`src/rtl/seq_bit_serializer.sv`:
```
// seq_bit_serializer
// Buffers parallel words in a small FIFO and shifts them out one bit per clock
// on a registered serial line (x) that feeds a downstream 1010 sequence detector.
// A new word follows the previous one with no gap cycle whenever the FIFO holds
// one. FIFO_DEPTH must be a power of two (>= 2) so the pointers wrap naturally.
//
// FSM states
//   state    | meaning
//   ---------+---------------------------------------------------------------
//   ST_IDLE  | shifter empty, x = IDLE_BIT, waiting for a word in the FIFO
//   ST_SHIFT | a word is on x; bit_cnt counts the bits still to follow it

module seq_bit_serializer #(
  parameter int   DATA_W     = 8,
  parameter int   FIFO_DEPTH = 4,
  parameter int   MSB_FIRST  = 1,
  parameter logic IDLE_BIT   = 1'b0
) (
  input  logic                          clk,
  input  logic                          rst,
  input  logic [DATA_W-1:0]             in_data,
  input  logic                          in_valid,
  output logic                          in_ready,
  output logic                          x,
  output logic                          x_valid,
  output logic                          word_start,
  output logic [$clog2(FIFO_DEPTH):0]   fifo_count
);

  localparam int AW = $clog2(FIFO_DEPTH);
  localparam int CW = AW + 1;
  localparam int BW = (DATA_W > 1) ? $clog2(DATA_W) : 1;

  typedef enum logic {
    ST_IDLE  = 1'b0,
    ST_SHIFT = 1'b1
  } state_t;

  state_t             state_q, state_d;
  logic [AW-1:0]      wr_ptr_q, wr_ptr_d;
  logic [AW-1:0]      rd_ptr_q, rd_ptr_d;
  logic [CW-1:0]      count_q, count_d;
  logic [BW-1:0]      bit_cnt_q, bit_cnt_d;
  logic [DATA_W-1:0]  shift_q, shift_d;
  logic               x_q, x_d;
  logic               x_valid_q, x_valid_d;
  logic               word_start_q, word_start_d;
  logic [DATA_W-1:0]  mem_q [FIFO_DEPTH];

  logic               push;
  logic               pop;
  logic               load;
  logic               advance;
  logic               fifo_empty;
  logic               last_bit;
  logic [DATA_W-1:0]  head_word;

  // No full-with-pop bypass: a full FIFO refuses a word even on a popping cycle.
  assign in_ready   = ~rst & (count_q < CW'(FIFO_DEPTH));
  assign push       = in_valid & in_ready;
  assign fifo_empty = (count_q == '0);
  assign last_bit   = (bit_cnt_q == '0);
  assign head_word  = mem_q[rd_ptr_q];

  assign x          = x_q;
  assign x_valid    = x_valid_q;
  assign word_start = word_start_q;
  assign fifo_count = count_q;

  // Next state: load a word from IDLE, or chain the next one off the last bit.
  always_comb begin
    state_d = state_q;
    pop     = 1'b0;
    load    = 1'b0;
    advance = 1'b0;
    case (state_q)
      ST_IDLE: begin
        if (!fifo_empty) begin
          pop     = 1'b1;
          load    = 1'b1;
          state_d = ST_SHIFT;
        end
      end
      ST_SHIFT: begin
        if (!last_bit) begin
          advance = 1'b1;
        end else if (!fifo_empty) begin
          pop  = 1'b1;
          load = 1'b1;
        end else begin
          state_d = ST_IDLE;
        end
      end
      default: state_d = ST_IDLE;
    endcase
  end

  // FSM state register.
  always_ff @(posedge clk) begin
    if (rst) begin
      state_q <= ST_IDLE;
    end else begin
      state_q <= state_d;
    end
  end

  // FIFO pointer and occupancy update; pointers wrap modulo FIFO_DEPTH.
  always_comb begin
    wr_ptr_d = wr_ptr_q;
    rd_ptr_d = rd_ptr_q;
    count_d  = count_q;
    if (push) begin
      wr_ptr_d = wr_ptr_q + AW'(1);
    end
    if (pop) begin
      rd_ptr_d = rd_ptr_q + AW'(1);
    end
    case ({push, pop})
      2'b10:   count_d = count_q + CW'(1);
      2'b01:   count_d = count_q - CW'(1);
      default: count_d = count_q;
    endcase
  end

  // FIFO control registers.
  always_ff @(posedge clk) begin
    if (rst) begin
      wr_ptr_q <= '0;
      rd_ptr_q <= '0;
      count_q  <= '0;
    end else begin
      wr_ptr_q <= wr_ptr_d;
      rd_ptr_q <= rd_ptr_d;
      count_q  <= count_d;
    end
  end

  // FIFO storage; contents need no reset since occupancy guards every read.
  always_ff @(posedge clk) begin
    if (push) begin
      mem_q[wr_ptr_q] <= in_data;
    end
  end

  // Shifter: x is registered, shift_q holds the bits still to come after x.
  always_comb begin
    shift_d      = shift_q;
    bit_cnt_d    = bit_cnt_q;
    x_d          = IDLE_BIT;
    x_valid_d    = 1'b0;
    word_start_d = 1'b0;
    if (load) begin
      bit_cnt_d    = BW'(DATA_W - 1);
      x_valid_d    = 1'b1;
      word_start_d = 1'b1;
      if (MSB_FIRST != 0) begin
        x_d     = head_word[DATA_W-1];
        shift_d = head_word << 1;
      end else begin
        x_d     = head_word[0];
        shift_d = head_word >> 1;
      end
    end else if (advance) begin
      bit_cnt_d = bit_cnt_q - BW'(1);
      x_valid_d = 1'b1;
      if (MSB_FIRST != 0) begin
        x_d     = shift_q[DATA_W-1];
        shift_d = shift_q << 1;
      end else begin
        x_d     = shift_q[0];
        shift_d = shift_q >> 1;
      end
    end
  end

  // Shifter and serial output registers.
  always_ff @(posedge clk) begin
    if (rst) begin
      shift_q      <= '0;
      bit_cnt_q    <= '0;
      x_q          <= IDLE_BIT;
      x_valid_q    <= 1'b0;
      word_start_q <= 1'b0;
    end else begin
      shift_q      <= shift_d;
      bit_cnt_q    <= bit_cnt_d;
      x_q          <= x_d;
      x_valid_q    <= x_valid_d;
      word_start_q <= word_start_d;
    end
  end

endmodule

```
`config.mk`:
```
export PLATFORM = sky130hd
export DESIGN_NAME = seq_bit_serializer
export DESIGN_NICKNAME = d
export VERILOG_FILES = /design/src/rtl/seq_bit_serializer.sv
export SDC_FILE = /design/constraint.sdc
export NUM_CORES = 1
export LEC_CHECK = 0
export CORE_ASPECT_RATIO = 1.2
export CORE_MARGIN = 8
export CORE_UTILIZATION = 40
export CTS_CLUSTER_DIAMETER = 80
export DETAILED_ROUTE_END_ITERATION = 16
export DONT_BUFFER_PORTS = 1
export HOLD_SLACK_MARGIN = 0.12
export SYNTH_ARGS = -nofsm -noshare
export SYNTH_HDL_FRONTEND = slang
export SYNTH_SLANG_ARGS = --single-unit
```
`constraint.sdc`:
```
create_clock -name clk -period 2.8 [get_ports clk]
set_clock_uncertainty 0.05 [all_clocks]
set_input_delay 0.42 -clock clk [delete_from_list [all_inputs] [get_ports clk]]
set_output_delay 0.42 -clock clk [all_outputs]
set_load 0.02 [all_outputs]
```
==> out/results.tsv <==
stage	metric	value	unit
timing	Finish-stage setup viols	0	
synthesis	mean post-synth cell area	14.2	sq um
routing	wire per inst	16.4	um
floorplan	die area	8270	sq um
synthesis	Compound-Gate Fraction of Synth Area	7.69	%
routing	DR iter-0 viols	56	
clock_tree	CTS max path bufs	2	
synthesis	Synth Area in XOR/XNOR	1.95	%
timing	Final Critical Period	2340	ps
place	Cell Area, Placed	2280	sq um
synthesis	Post-Syn Area	2240	sq um
critical_path	CP endpoint kind	register	
synthesis	synth unique cells	31	
clock_tree	setup bufs post-CTS	0	
clock_tree	CTS tree	yes	
global_route	largest net degree at the start of global routing	20	
synthesis	synth cell count leaders	edfxtp_1 (32), dfxtp_1 (23), nor2_1 (15), a21oi_1 (11), inv_1 (10)	
finish	Final Cell Area	2400	sq um
critical_path	CP arrival	2530	ps
global_route	GR Util met3	3.78	%
power_and_ir_drop	Peak VDD IR	0.426	mV
place	final RePlAce weighted congestion	0.732	
timing	FMAX	0.427	GHz
place	pre-CTS setup slack	474	ps
global_route	first-pass GRT wire length	6.20	mm
floorplan	Core Area	5560	sq um
timing	RSZ-0062 raised after global routing	no	
floorplan	Die Y	98.1	um
floorplan	io pins	18	
global_route	GRT Max-Usage Layer	met2	
timing	Final Worst Setup Slack	461	ps
status	status	finished clean	
finish	nets	181	
synthesis	YS warnings	0	
run	max-cap violations	0	
power_and_ir_drop	LEAKAGE	0.854	nW
synthesis	Post-Synth Adder-Cell Area	4.79	%
synthesis	top post-synthesis cells by area	edfxtp_1 (43%), dfxtp_1 (21%), mux4_1 (7.0%), ha_1 (3.9%), a211oi_1 (3.0%)	
place	Post-Place Cells	216	
synthesis	largest family of logic cells by synthesized area	multiplexers	
timing	Final Cycle Share	83.5	%
synthesis	most numerous cell in the Yosys netlist	edfxtp_1	
routing	ANT nets after route	0	
clock_tree	hold buffer count at CTS	2	
critical_path	Crit path max-delay family	flip-flops	
finish	Layout fillers	507	
synthesis	Main synth FF type	edfxtp_1	
floorplan	Initial Utilization	40.4	%
critical_path	worst path buffer plus inverter count	1	
critical_path	CP max stage delay	590	ps
routing	DRC viols	0	
timing	TNS Setup	0	ps
clock_tree	post-CTS sizing	0	
place	Buffers on Ports	0	
clock_tree	clk slew on worst S/H paths	100	ps
critical_path	critical path class	reg -> reg	
global_route	met2 usage	15.7	%
timing	slew margin rel.	58.7	%
critical_path	critical-path cell list	nor3_4, a21oi_2, ha_1, inv_1, fa_1, xor2_1, or3_1, a21oi_1	
timing	hold slack	148	ps
timing	Tightest Pin Transition	617	ps
synthesis	Syn Nets	177	
critical_path	CP startpoint kind	register	
synthesis	sequential-to-total area share from yosys stat	63.3	%
finish	share of layout cells above drive strength 1	10.4	%
clock_tree	Clock Latency Late Sink	310	ps
synthesis	post-synth top area share	42.8	%
timing	Max Slew Vio Count	0	
finish	P&R area growth vs syn	7.08	%
critical_path	Max FO, Critical Path	12	
routing	Routed WL	3.73	mm
power_and_ir_drop	Pwr Total	2.19	mW
worst_hold_path	worst hold path class	in -> reg	
global_route	GR met1 Demand/Resource	10.8	%
synthesis	Syn Inst Count	158	
synthesis	post-synthesis mux area share	9.48	%
critical_path	critical path data required time	2990	ps
synthesis	EDFF count, synth	32	
synthesis	post-synthesis simple-gate area fraction	8.70	%
clock_tree	H-tree Lvls	2	
finish	Finished Layout Cells	227	
global_route	vias in the first global route	1250	
synthesis	asr flop ratio synth	0	%
floorplan	Rows	30	
synthesis	post-synthesis sequential element count	55	
routing	via-per-instance ratio	5.23	
global_route	grt total ovfl	0	
critical_path	Slowest-stage cell, CP	dfxtp_1	
power_and_ir_drop	P per Cell Area	911	nW/um^2
finish	Inserted Diodes	0	
routing	Pre-antenna DRT Iters	5	
timing	Final Hold Vio Count	0	
synthesis	Yosys top cell by area	edfxtp_1	
floorplan	die span in x	84.4	um
global_route	Tot GR Track Use	9.44	%
routing	DR vias	1187	
clock_tree	Root Buffer Master	clkbuf_8	
finish	Final Util	43.3	%
place	Detailed Place HPWL	2.50	mm
global_route	initial antenna violation count	0	
clock_tree	CTS Buf Count	5	
clock_tree	clock sink count	55	
## sequential cells by signal, indices dropped and copies added, names as in the netlist, 2 cells and up, named ones only
register    cells
mem_q          32
shift_q         7
fifo_count      3
wr_ptr_q        2
rd_ptr_q        2
bit_cnt_q       3
## path summary, 6_finish.rpt
check	slack (ps)	from	cells past startpoint	endpoint
setup / recovery	460	fifo_count[0]$_SDFFE_PP0P_	8	fifo_count[2]$_SDFFE_PP0P_
hold reg to reg	430	bit_cnt_q[0]$_SDFFE_PP0P_	1	bit_cnt_q[0]$_SDFFE_PP0P_
hold / removal	150	in_data[3]	0	mem_q[2][3]$_DFFE_PP_
setup reg to reg	460	fifo_count[0]$_SDFFE_PP0P_	8	fifo_count[2]$_SDFFE_PP0P_
## placed cells by master (no fill, tap or decap), drive strengths merged, types with 2 or more instances in the layout
cell	count
nor2	15
a21oi	12
nand2	8
a211oi	9
clkbuf	5
ha	7
dfxtp	23
dlygate4sd3	3
xor2	2
xnor2	3
mux4	8
or3	2
edfxtp	32
nor3	6
and2	2
inv	12
and3	4
## cell type report
type | count | area (sq um) | share of cell area [%]
Timing Repair Buffer | 4 | 37.5 | 1.56
Tap cell | 64 | 80.1 | 3.33
Sequential cell | 55 | 1420 | 59.1
Clock buffer | 5 | 68.8 | 2.86
Inverter | 10 | 37.5 | 1.56
Multi-Input combinational cell | 86 | 732 | 30.5
Clock inverter | 3 | 26.3 | 1.09
## layer usage
metal	part of all wire [%]	wire length, um	up-vias
met3	4.5	169	4
met5	0	0	-
met1	44	1640	572
met2	51	1890	20
met4	0.83	31	0
li1	-	-	591
## power breakdown
group	internal, mW	total (mW)	switching [mW]
sequential	0.990	1.14	0.145
combinational	0.278	0.600	0.322
clock	0.185	0.454	0.269
## logic make-up after synthesis
group                      after synthesis
and+or+nand+nor                         38
adders and majority gates                8
buffers and inverters                   17
xor gates and xnor gates                 5
AOI/OAI and AO/OA                       26
DFF                                     55
muxes                                    9
Power figures use the tool's default switching activity.
